===== config.mk =====
export PLATFORM = sky130hd
export DESIGN_NAME = mem_access_stage
export DESIGN_NICKNAME = d
export VERILOG_FILES = /design/src/rtl/mem_access_stage.sv
export SDC_FILE = /design/constraint.sdc
export NUM_CORES = 1
export LEC_CHECK = 0
export ABC_AREA = 1
export BUFFER_PORTS_ARGS = -buffer_cell sky130_fd_sc_hd__buf_2
export CORE_UTILIZATION = 29
export CTS_CLUSTER_DIAMETER = 80
export DETAILED_ROUTE_END_ITERATION = 6
export PLACE_DENSITY = 0.59
export SYNTH_ARGS = -nofsm -noshare
export SYNTH_HDL_FRONTEND = slang
export SYNTH_SLANG_ARGS = --single-unit

===== constraint.sdc =====
create_clock -name CLK -period 3.45 [get_ports CLK]
set_input_delay 0.1725 -clock CLK [delete_from_list [all_inputs] [get_ports CLK]]
set_output_delay 0.1725 -clock CLK [all_outputs]
set_load 0.05 [all_outputs]

===== src/rtl/mem_access_stage.sv =====
// EX/MEM memory-access stage: req/ack data-memory transaction with wait states and timeout.
// Optional define MISALIGN_TRAP_EN adds a sticky ErrMisalign trap for unaligned accesses.
module mem_access_stage #(
   parameter int unsigned DATA_W         = 32,
   parameter int unsigned TIMEOUT_CYCLES = 16
) (
   input  logic              CLK,
   input  logic              RSTB,
   input  logic              ExValid,
   input  logic [DATA_W-1:0] ALUResult,
   input  logic [DATA_W-1:0] StoreData,
   input  logic              Dmem1ALUOUT,
   input  logic              DmemREB,
   input  logic              DmemWEB,
   input  logic [4:0]        RdIn,
   input  logic              RegWriteIn,
   output logic              MemREB,
   output logic              MemWEB,
   output logic [DATA_W-1:0] MemAddr,
   output logic [DATA_W-1:0] MemWData,
   input  logic [DATA_W-1:0] MemRData,
   input  logic              MemAck,
   output logic              Busy,
   output logic              WbValid,
   output logic [DATA_W-1:0] WbData,
   output logic [4:0]        WbRd,
   output logic              WbRegWrite,
   input  logic              ErrClr,
   output logic              ErrTimeout,
   output logic              ErrCtrl
`ifdef MISALIGN_TRAP_EN
   ,
   output logic              ErrMisalign
`endif
);

   localparam int unsigned CntW      = (TIMEOUT_CYCLES > 1) ? $clog2(TIMEOUT_CYCLES) : 1;
   localparam bit          TimeoutEn = (TIMEOUT_CYCLES != 0);
   localparam logic [CntW-1:0] CntLast =
      CntW'((TIMEOUT_CYCLES == 0) ? 0 : TIMEOUT_CYCLES - 1);

   typedef enum logic [0:0] {StIdle, StAccess} state_e;

   state_e          r_state;
   logic [CntW-1:0] r_cnt;
   logic [4:0]      r_rd;
   logic            r_regwr;
   logic            r_dmem1;
   logic            w_req;
   logic            w_timeout_hit;

   assign w_req         = ~DmemREB | ~DmemWEB;
   assign w_timeout_hit = TimeoutEn && (r_cnt == CntLast);

   always_ff @(posedge CLK or negedge RSTB) begin
      if (!RSTB) begin
         r_state    <= StIdle;
         r_cnt      <= '0;
         r_rd       <= '0;
         r_regwr    <= 1'b0;
         r_dmem1    <= 1'b0;
         MemREB     <= 1'b1;
         MemWEB     <= 1'b1;
         MemAddr    <= '0;
         MemWData   <= '0;
         Busy       <= 1'b0;
         WbValid    <= 1'b0;
         WbData     <= '0;
         WbRd       <= '0;
         WbRegWrite <= 1'b0;
         ErrTimeout <= 1'b0;
         ErrCtrl    <= 1'b0;
`ifdef MISALIGN_TRAP_EN
         ErrMisalign <= 1'b0;
`endif
      end else begin
         WbValid <= 1'b0;
         // Clear first so a set event later in this block overrides it
         if (ErrClr) begin
            ErrTimeout <= 1'b0;
            ErrCtrl    <= 1'b0;
`ifdef MISALIGN_TRAP_EN
            ErrMisalign <= 1'b0;
`endif
         end
         unique case (r_state)
            StIdle: begin
               if (ExValid) begin
                  if (!DmemREB && !DmemWEB) begin
                     ErrCtrl    <= 1'b1;
                     WbValid    <= 1'b1;
                     WbRegWrite <= 1'b0;
`ifdef MISALIGN_TRAP_EN
                  end else if (w_req && (ALUResult[1:0] != 2'b00)) begin
                     ErrMisalign <= 1'b1;
                     WbValid     <= 1'b1;
                     WbRegWrite  <= 1'b0;
`endif
                  end else if (w_req) begin
                     MemAddr  <= ALUResult;
                     MemWData <= StoreData;
                     MemREB   <= DmemREB;
                     MemWEB   <= DmemWEB;
                     Busy     <= 1'b1;
                     r_state  <= StAccess;
                     r_cnt    <= '0;
                     r_rd     <= RdIn;
                     r_regwr  <= RegWriteIn & DmemWEB;
                     r_dmem1  <= Dmem1ALUOUT;
                  end else begin
                     WbValid    <= 1'b1;
                     WbData     <= ALUResult;
                     WbRd       <= RdIn;
                     WbRegWrite <= RegWriteIn;
                  end
               end
            end
            StAccess: begin
               if (MemAck) begin
                  MemREB     <= 1'b1;
                  MemWEB     <= 1'b1;
                  Busy       <= 1'b0;
                  r_state    <= StIdle;
                  WbValid    <= 1'b1;
                  WbData     <= r_dmem1 ? MemRData : MemAddr;
                  WbRd       <= r_rd;
                  WbRegWrite <= r_regwr;
               end else if (w_timeout_hit) begin
                  MemREB     <= 1'b1;
                  MemWEB     <= 1'b1;
                  Busy       <= 1'b0;
                  r_state    <= StIdle;
                  ErrTimeout <= 1'b1;
                  WbValid    <= 1'b1;
                  WbRd       <= r_rd;
                  WbRegWrite <= 1'b0;
               end else if (r_cnt != '1) begin
                  r_cnt <= r_cnt + 1'b1;
               end
            end
            default: r_state <= StIdle;
         endcase
      end
   end

endmodule


==> results.cfg <==
[clock_tree]
clk_pin_slew_worst_paths_ns = 0.06
cts_resized = 0
insertion_delay_ns = 0.41
cts_tree = yes
postCtsSetupBuffers = 0
cts_root_buffer = clkbuf_16
cts_sinks = 120
numCtsBuffers = 17
htree_num_levels = 4
ctsHoldBuffers = 32
clock_path_buffers = 2

[setup_path]
endpoint = r_cnt[2]
crit_slowest_cell = dfrtp_2
cp_top_family = simple AND/OR/NAND/NOR gates
path_cells = inv_2 > buf_4 > nor2_1 > nand2_2 > nand2_1 > nand2_1 > nand2_1 > nand2_1
cp.required_ns = 3.79
endpoint_kind = flop
path_max_fanout = 29
arrival_ns = 2.22
critical_path_buf_inv_count = 2
critPathMaxStageDelay_ns = 0.43
startpoint = r_state
rr_endpoint = r_cnt[2]
path_class = reg -> reg
startpoint_type = flop
cp_common_cell = nand2_1
r2r-start = r_state
rr_worst_depth = 8
reg2reg_slack_ns = 1.57
path_depth = 8

[floorplan]
core_um2 = 18900
pin_count = 218
rows = 50
dieArea_um2 = 20000
start_util_pct = 29.8
fp.dieW_um = 141
die_height_um = 141

[routing]
via_per_inst = 4.44
avgRoutedWirePerCell_um = 13.5
first_iter_violations = 192
drcViolationCount = 0
postRouteWirelength_mm = 16.7
postRouteAntennaNets = 0
vias = 5529
dr.pass1.iters = 5

[finish]
drive_gt1_share_pct = 27.2
diodes = 0
regArea_um2 = 3010
fillers = 1957
nNetsFinal = 1084
multi_input_area_um2 = 2250
syn2layout_area_growth_pct = 40.1
finalNonFillerCells = 1244

[logic_synthesis]
yosys.area_share.simple_pct = 31.6
synthXorXnorAreaFrac_pct = 0
ys_warn_count = 0
synth_top_family_by_area = simple AND/OR/NAND/NOR gates
synth_fp_nets = 850
synthAdderAreaFrac_pct = 0.666
synth_compound_area_share_pct = 7.48
synth.distinct_cells = 23
synth_ff_type = dfrtp_1
synth-seq-area-share_pct = 53.3
async_flop_share_pct = 100
muxShareOfSynthArea_pct = 0
synth_edf_count = 0
synth_area_um2 = 5640
postSynthCellCount = 737
syn_area_per_cell_um2 = 7.65
ys_ff_latch = 120

[sta]
rsz0062_at_grt = no
max_freq_ghz = 0.532
period_share_pct = 54.5
drv_slew = 0
hold_viol = 0
post-route-min-period_ns = 1.88
maxSlewHeadroom_pct = 30.8
tns_ns = 0
fin_skew_ns = 0.00803
finalSetupViolCount = 0
worst_slew_pin_slew_ns = 1.04

[power_and_ir_drop]
leakagePower_nw = 4.46
total_power_mw = 6.51
power_density_nw_per_um2 = 824
ir_worst_vdd_v = 0.000328

[global_route]
antenna_found_initial = 1
grt_max_degree = 70
grt_overflow = 0
grtUsageTotal_pct = 17.4
grt_pass1_wl_mm = 27.1
grt_pass1_vias = 5369

[hold_path]
hold_class = in -> reg
worst_hold_startpoint = StoreData[10]
hold_depth = 3

[placed_design]
dp_hpwl_mm = 11.3
dp_cells = 1180
gp_congestion = 0.736
portBuffers = 217

[run]
maxCapViolCount = 0

[run_status]
status = completed
==> registers in the layout (all words and copies together), names as in the netlist <==
signal	cells
r_dmem1	1
MemREB	1
WbRd	5
Busy	1
ErrCtrl	1
WbRegWrite	1
MemWEB	1
WbValid	1
r_regwr	1
MemWData	32
ErrTimeout	1
r_rd	5
WbData	32
r_cnt	4
MemAddr	32
r_state	1
==> cells in the mapped netlist, types with 2 or more instances <==
cell type	n	area, um2
nor2_1	42	158
ha_1	3	37.5
dfrtp_1	118	2950
a21oi_1	36	180
buf_2	17	85.1
o21ai_0	40	200
dfstp_2	2	52.6
buf_6	4	45.0
o21ai_1	5	25.0
nand2_2	2	12.5
nand4_1	5	31.3
nand3_1	74	370
clkbuf_1	21	78.8
nand2_1	313	1170
inv_1	47	176
==> worst min path at each step <==
stage	endpoint
floorplan	Busy
global placement	MemAddr[11]
detailed placement	MemAddr[11]
CTS	MemWData[10]
global route	MemAddr[24]
finish	MemWData[10]
==> cell families (layout without fill, tap and decap cells) <==
logic type / after synthesis / in the layout
adder cells (fa/ha/maj): 3 / 3
AND/OR/NAND/NOR: 440 / 440
flip-flops: 120 / 120
buffers and inverters: 91 / 338
AO/OA/AOI/OAI: 83 / 83
==> worst register-to-register path: stages, from the launching register on <==
cell and delay (ns):
dfrtp_2 0.43, inv_2 0.27, buf_4 0.41, nor2_1 0.10, nand2_2 0.19, nand2_1 0.14, nand2_1 0.15, nand2_1 0.07
nand2_1 0.06
==> power breakdown <==
part	internal, mW	total, mW	switching (mW)
logic	0.589	2.55	1.96
clock network	1.27	1.92	0.649
registers	1.79	2.05	0.263
total	3.65	6.51	2.87
==> final cells by class <==
type	count	share of cell area, %
inverters	48	2.28
flip-flops and latches	120	38.1
clock buffers	21	5.95
clock inverters	11	2.15
multi-input cells	526	28.4
repair buffers	258	19.0
well taps	260	4.12
==> layout by cell type, fill, tap and decap left out, types with 3 or more instances in the layout <==
master         synthesis  final
buf_2                 17    216
dfrtp_1              118    116
bufinv_16              0      4
dlygate4sd3_1          0     32
a21oi_1               36     36
buf_4                  0      8
o21ai_1                5      5
clkinv_4               0      4
clkinv_2               0      3
nand2_1              313    313
inv_1                 47     47
o21ai_0               40     40
nor2_1                42     42
nand3_1               74     74
ha_1                   3      3
clkbuf_16              0     17
clkbuf_8               0      3
nand4_1                5      5
==> stage by stage <==
stage	setup slack, ns	util, %	cell area, um2	hold slack, ns
after floorplan	2.16	-	5640	-0.123
after global placement	1.58	36.7	6940	0.328
after detailed placement	1.55	36.7	6940	0.331
after CTS	1.54	41.8	7900	0.00132
after global routing	1.36	41.8	7900	0.0107
final	1.57	41.8	7900	0.0120
==> per-layer routing <==
layer	wire (um)	vias up	track usage (%)	part of all wire, %
li1	-	2788	-	-
met1	7760	2541	22.1	46
met2	7620	184	28.1	46
met3	1170	14	5.87	7.0
met4	167	2	4.58	1.0
met5	11	-	0	0.066
Power figures use the tool's default switching activity.
